### src/rtl/pulse_width_meter.sv
// pulse_width_meter: measures how long a synchronised input stays high and
// reports the width in clock cycles and in nanoseconds over a valid/ready
// handshake. Short pulses are rejected as glitches, long ones saturate with
// an overflow flag, and rising edges seen while a result waits are flagged.
module pulse_width_meter #(
  parameter  int CYCLE_TIME = 10,
  parameter  int MAX_PERIOD = 1_000_000,
  parameter  int MIN_PERIOD = 0,
  localparam int MAX_CYCLE  = MAX_PERIOD / CYCLE_TIME,
  localparam int MIN_CYCLE  = MIN_PERIOD / CYCLE_TIME,
  localparam int CW         = $clog2(MAX_CYCLE + 1),
  localparam int NW         = $clog2(MAX_CYCLE * CYCLE_TIME + 1)
) (
  input  logic          clk,
  input  logic          rst_n,
  input  logic          enable,
  input  logic          sig_in,
  input  logic          ready,
  output logic          valid,
  output logic [CW-1:0] width_cycles,
  output logic [NW-1:0] width_ns,
  output logic          overflow,
  output logic          missed
);

  typedef enum logic [1:0] {
    WAIT_LOW,
    WAIT_HIGH,
    MEASURE,
    REPORT
  } state_e;

  localparam logic [CW-1:0] MAX_CNT = CW'(MAX_CYCLE);
  localparam logic [NW-1:0] CT_NW   = NW'(CYCLE_TIME);
  localparam logic [NW-1:0] MAX_NS  = NW'(MAX_CYCLE * CYCLE_TIME);

  state_e          state_q, state_d;
  logic            sync1_q, sync1_d;
  logic            sync2_q, sync2_d;
  logic            prev_q, prev_d;
  logic [1:0]      fill_q, fill_d;
  logic [CW-1:0]   cnt_q, cnt_d;
  logic            valid_q, valid_d;
  logic [CW-1:0]   width_cycles_q, width_cycles_d;
  logic [NW-1:0]   width_ns_q, width_ns_d;
  logic            overflow_q, overflow_d;
  logic            missed_q, missed_d;

  logic sig_s;
  logic sig_rise;
  logic short_pulse;
  logic at_max;

  assign sig_s       = sync2_q;
  assign sig_rise    = sig_s && !prev_q;
  // Signed compare keeps the test meaningful even when MIN_CYCLE is zero.
  assign short_pulse = int'(cnt_q) < MIN_CYCLE;
  assign at_max      = (cnt_q == MAX_CNT);

  // State register and all datapath flops; reset and disable clear alike.
  always_ff @(posedge clk) begin
    // NOTE: every flop uses non-blocking assignment so all registers update
    // together from the values sampled at the same edge.
    if (!rst_n || !enable) begin
      state_q        <= WAIT_LOW;
      sync1_q        <= 1'b0;
      sync2_q        <= 1'b0;
      prev_q         <= 1'b0;
      fill_q         <= 2'b00;
      cnt_q          <= '0;
      valid_q        <= 1'b0;
      width_cycles_q <= '0;
      width_ns_q     <= '0;
      overflow_q     <= 1'b0;
      missed_q       <= 1'b0;
    end else begin
      state_q        <= state_d;
      sync1_q        <= sync1_d;
      sync2_q        <= sync2_d;
      prev_q         <= prev_d;
      fill_q         <= fill_d;
      cnt_q          <= cnt_d;
      valid_q        <= valid_d;
      width_cycles_q <= width_cycles_d;
      width_ns_q     <= width_ns_d;
      overflow_q     <= overflow_d;
      missed_q       <= missed_d;
    end
  end

  // Next-state logic of the measurement FSM.
  always_comb begin
    // NOTE: a default assignment first means no path leaves state_d
    // unassigned, so no latch is inferred.
    state_d = state_q;
    unique case (state_q)
      // fill_q marks the synchroniser as holding a real sample; the cleared
      // flops must not be mistaken for an observed low after enable rises.
      WAIT_LOW:  if (fill_q[1] && !sig_s) state_d = WAIT_HIGH;
      WAIT_HIGH: if (sig_s) state_d = MEASURE;
      MEASURE: begin
        if (sig_s) begin
          if (at_max) state_d = REPORT;
        end else if (short_pulse) begin
          state_d = WAIT_HIGH;
        end else begin
          state_d = REPORT;
        end
      end
      REPORT:    if (valid_q && ready) state_d = WAIT_LOW;
      default:   state_d = WAIT_LOW;
    endcase
  end

  // Datapath and output next values: synchroniser, counter, result latch.
  always_comb begin
    sync1_d        = sig_in;
    sync2_d        = sync1_q;
    prev_d         = sync2_q;
    fill_d         = {fill_q[0], 1'b1};
    cnt_d          = cnt_q;
    valid_d        = valid_q;
    width_cycles_d = width_cycles_q;
    width_ns_d     = width_ns_q;
    overflow_d     = overflow_q;
    missed_d       = 1'b0;
    unique case (state_q)
      WAIT_HIGH: if (sig_s) cnt_d = CW'(1);
      MEASURE: begin
        if (sig_s) begin
          if (at_max) begin
            // Saturate rather than wrap; the tail of the pulse is ignored.
            width_cycles_d = MAX_CNT;
            width_ns_d     = MAX_NS;
            overflow_d     = 1'b1;
            valid_d        = 1'b1;
          end else begin
            cnt_d = cnt_q + CW'(1);
          end
        end else if (!short_pulse) begin
          width_cycles_d = cnt_q;
          width_ns_d     = NW'(cnt_q) * CT_NW;
          overflow_d     = 1'b0;
          valid_d        = 1'b1;
        end
      end
      REPORT: begin
        // A new pulse starting while the result waits is flagged, not timed.
        if (sig_rise) missed_d = 1'b1;
        if (valid_q && ready) valid_d = 1'b0;
      end
      default: ;
    endcase
  end

  assign valid        = valid_q;
  assign width_cycles = width_cycles_q;
  assign width_ns     = width_ns_q;
  assign overflow     = overflow_q;
  assign missed       = missed_q;

endmodule

### config.mk
export PLATFORM = sky130hd
export DESIGN_NAME = pulse_width_meter
export DESIGN_NICKNAME = d
export VERILOG_FILES = /design/src/rtl/pulse_width_meter.sv
export SDC_FILE = /design/constraint.sdc
export NUM_CORES = 1
export LEC_CHECK = 0
export CAP_MARGIN = 10
export CORE_UTILIZATION = 60
export CTS_CLUSTER_DIAMETER = 60
export CTS_CLUSTER_SIZE = 20
export DETAILED_ROUTE_END_ITERATION = 16
export DONT_BUFFER_PORTS = 1
export PLACE_DENSITY = 0.87
export SYNTH_ARGS = -nofsm -noshare
export SYNTH_HDL_FRONTEND = slang
export SYNTH_SLANG_ARGS = --single-unit
export TNS_END_PERCENT = 1
### constraint.sdc
create_clock -name clk -period 3.4 [get_ports clk]
set_input_delay 0.34 -clock clk [delete_from_list [all_inputs] [get_ports clk]]
set_output_delay 0.34 -clock clk [all_outputs]
set_load 0.1 [all_outputs]
==> summary.md <==
## Worst hold path
• **origin of the worst min-delay path** enable
• **hold depth** 1
• **class of the worst hold path** in2reg
• **endpoint of the worst hold-timing path** sync1_q

## Logic synthesis
• **simple-gate portion of the synthesized area** 18.4%
• **synthesized cell area** 3330 sq um
• **FFs w/ async S/R, synth** 0%
• **Mapped Nets** 409
• **xor/xnor cell area share of the yosys netlist** 6.04%
• **synthesized netlist cell count** 366
• **adder-cell area share of the yosys netlist** 14.5%
• **EDFF count, synth** 0
• **Unique masters post-synth** 60
• **Synth Register Bits** 61
• **most used flip-flop cell after synthesis** dfxtp_1
• **post-synthesis compound-gate area fraction** 19.5%
• **fraction of the yosys area taken by sequential cells** 36.6%
• **proportion of synthesized area in mux cells** 0.638%
• **main combinational cell family by area after synthesis** compound AO/OA/AOI/OAI gates
• **number of warnings printed during yosys synthesis** 0
• **syn_area_per_cell** 9.11 sq um

## STA
• **Sum Neg Setup Slack** 0 ns
• **post-route minimum period** 2.89 ns
• **number of setup violations in the final report** 0
• **Layout Skew** 0.00868 ns
• **RSZ-0062 raised after global routing** false
• **number of max-slew violations in the final report** 0
• **relative slew slack** 32.3%
• **Achievable Freq** 0.345 GHz
• **number of hold violations in the final report** 0
• **slew at the pin with the worst max-slew slack** 1.02 ns
• **Final Cycle Share** 85.1%

## Setup path
• **reg-to-reg startpoint** cnt_q[3]
• **FF-to-FF End** width_ns[17]
• **setup slack on the worst flop-to-flop path** 0.51 ns
• **type of element launching the critical path** flip-flop
• **critical path class** reg2reg
• **largest fanout on the critical path** 9
• **data arrival time of the critical path** 3.17 ns
• **number of cells on the worst reg-to-reg path** 8
• **crit path capture type** flip-flop
• **CP Data Required Time** 3.67 ns

## Global route
• **global-route wire length before repair** 11900 um
• **overall track demand over capacity in global routing** 25.9%
• **sum of overflow across all layers after global routing** 0
• **largest net degree at the start of global routing** 23
• **number of global-route vias before repair** 2572
• **initial antenna violation count** 0

## Route
• **residual antenna-violating net count after detailed routing** 0
• **Vias** 2733
• **Starting DRT DRC Count** 180
• **final WL** 7130 um
• **detailed-route wire length per cell** 16.2 um
• **DRC viols** 0
• **Vias per Instance** 6.21
• **TritonRoute pass-1 iters** 5

## Outcome
• **result of the run** finished, final reports clean

## Floorplan
• **count of pins on the block boundary** 45
• **row cnt** 26
• **area of the core** 5240 sq um
• **Total Die Area** 5860 sq um
• **initial cell density of the core** 63.7%
• **Chip Width** 76.6 um
• **height of the die** 76.6 um

## Cells and area
• **area used by sequential logic in the layout** 1220 sq um
• **area of combinational cells with multiple inputs** 1970 sq um
• **Fillers** 402
• **count of inserted antenna diode cells** 0
• **post-layout utilization of the core** 67.6%
• **# nets final** 408
• **share of cells above drive strength 1** 9.73%
• **signed area change from the synthesized netlist to the final layout** 6.23%

## Pwr
• **leakage power figure** 1.46 nW
• **worst vdd ir** 0.352 mV
• **Cell Pwr Density** 388 nW/um^2

## CTS
• **hold_buf cts** 0
• **number of gates given a new drive strength after cts** 0
• **CTS clk-pin slew, worst paths** 0.07 ns
• **Longest Clk Path Bufs** 2
• **H-tree level count** 3
• **number of buffers created by CTS** 9
• **TritonCTS clock tree** built
• **number of sinks handled by clock tree synthesis** 61
• **post-CTS setup buffer count** 0
• **clock tree root driver cell** clkbuf_8
• **insertion delay to the later sink of the worst-skew pair** 0.35 ns

## Place
• **count of buffers from port buffering** 0
• **global placer's final weighted congestion** 0.884
• **dpl hpwl** 5230 um

## Run
• **reported max-cap violation count** 0

## registers in the layout (all words and copies together), names as in the netlist
| signal | cells |
|---|---|
| width_ns | 17 |
| prev_d | 1 |
| state_q | 2 |
| prev_q | 1 |
| valid | 1 |
| overflow | 1 |
| sync1_q | 1 |
| fill_q | 2 |
| width_cycles | 17 |
| missed | 1 |
| cnt_q | 17 |
## synth_stat cells, types with 8 or more instances
library cell,n,area share [%]
inv_1,10,1.1
nand2_1,19,2.1
a21oi_1,20,3.0
dfxtp_1,61,37
xor2_1,16,4.2
and3_1,9,1.7
a22oi_1,13,2.9
nor3_1,8,1.2
ha_1,37,14
nand3_1,17,2.6
nor2_1,52,5.9
## kinds of logic after synthesis
logic type,after synthesis
buf+inv,26
other cells,1
compound gates,88
fa+ha+maj,38
xor+xnor,23
simple gates,127
flops,61
mux,2
## where the power goes
group | total [mW] | internal, mW | switching [mW]
clock | 0.634 | 0.356 | 0.278
sequential | 0.718 | 0.716 | 0.00164
combinational | 0.0236 | 0.00437 | 0.0192
## critical path: stages, from the launching register on
cell and delay (ns):
dfxtp_1 0.50, ha_1 0.29, ha_1 0.34, o21ai_0 0.09, o21bai_1 0.20, o2111ai_1 0.15, a311oi_1 0.70, mux2_2 0.41
a21oi_1 0.14
## layout by cell type, fill, tap and decap left out, drive strengths merged, types with 6 or more instances in the layout
master  instances
clkbuf         12
o221a           7
and3            9
inv            11
a22oi          15
ha             37
nand3          17
dfxtp          61
nand2          20
a21oi          21
o21ai          12
a21o            6
xnor2           7
xor2           16
nor3            8
nor2           52
## per-layer routing
layer  wire [um]  GRT usage, %  share of wire [%]  up-vias
met5           0             0                  0        -
met4         129          13.8                1.8        0
met3         542          6.47                7.6       10
met2        3340          40.6                 47       88
met1        3130          32.7                 44     1296
li1            -             -                  -     1339
## layout make-up
class                   count  area share [%]
well taps                  70            2.47
flip-flops and latches     61            34.5
clock inverters             4            1.34
clock buffers              12            4.10
multi-input cells         279            55.7
inverters                  11            1.17
repair buffers              3           0.636
## worst max-delay path by stage
stage	from	end	slack, ns
CTS	cnt_q[3]	width_ns[17]	0.56
global route	cnt_q[3]	width_ns[17]	0.38
global placement	cnt_q[3]	width_ns[17]	0.67
floorplan	cnt_q[3]	width_ns[17]	0.93
finish	cnt_q[3]	width_ns[17]	0.51
detailed placement	cnt_q[4]	width_ns[17]	0.59
## per-stage QoR
stage | hold WS (ns) | area [sq um] | power [mW] | std cells | setup slack (ns)
global route | 0.143 | 3540 | 1.42 | 440 | 0.375
finish | 0.145 | 3540 | 1.38 | 440 | 0.505
CTS | 0.141 | 3540 | 1.38 | 440 | 0.555
floorplan | 0.376 | 3330 | 0.754 | 366 | 0.927
global placement | 0.386 | 3350 | 0.757 | 424 | 0.670
detailed placement | 0.398 | 3350 | 0.758 | 424 | 0.589
(Power assumes the default switching activity.)
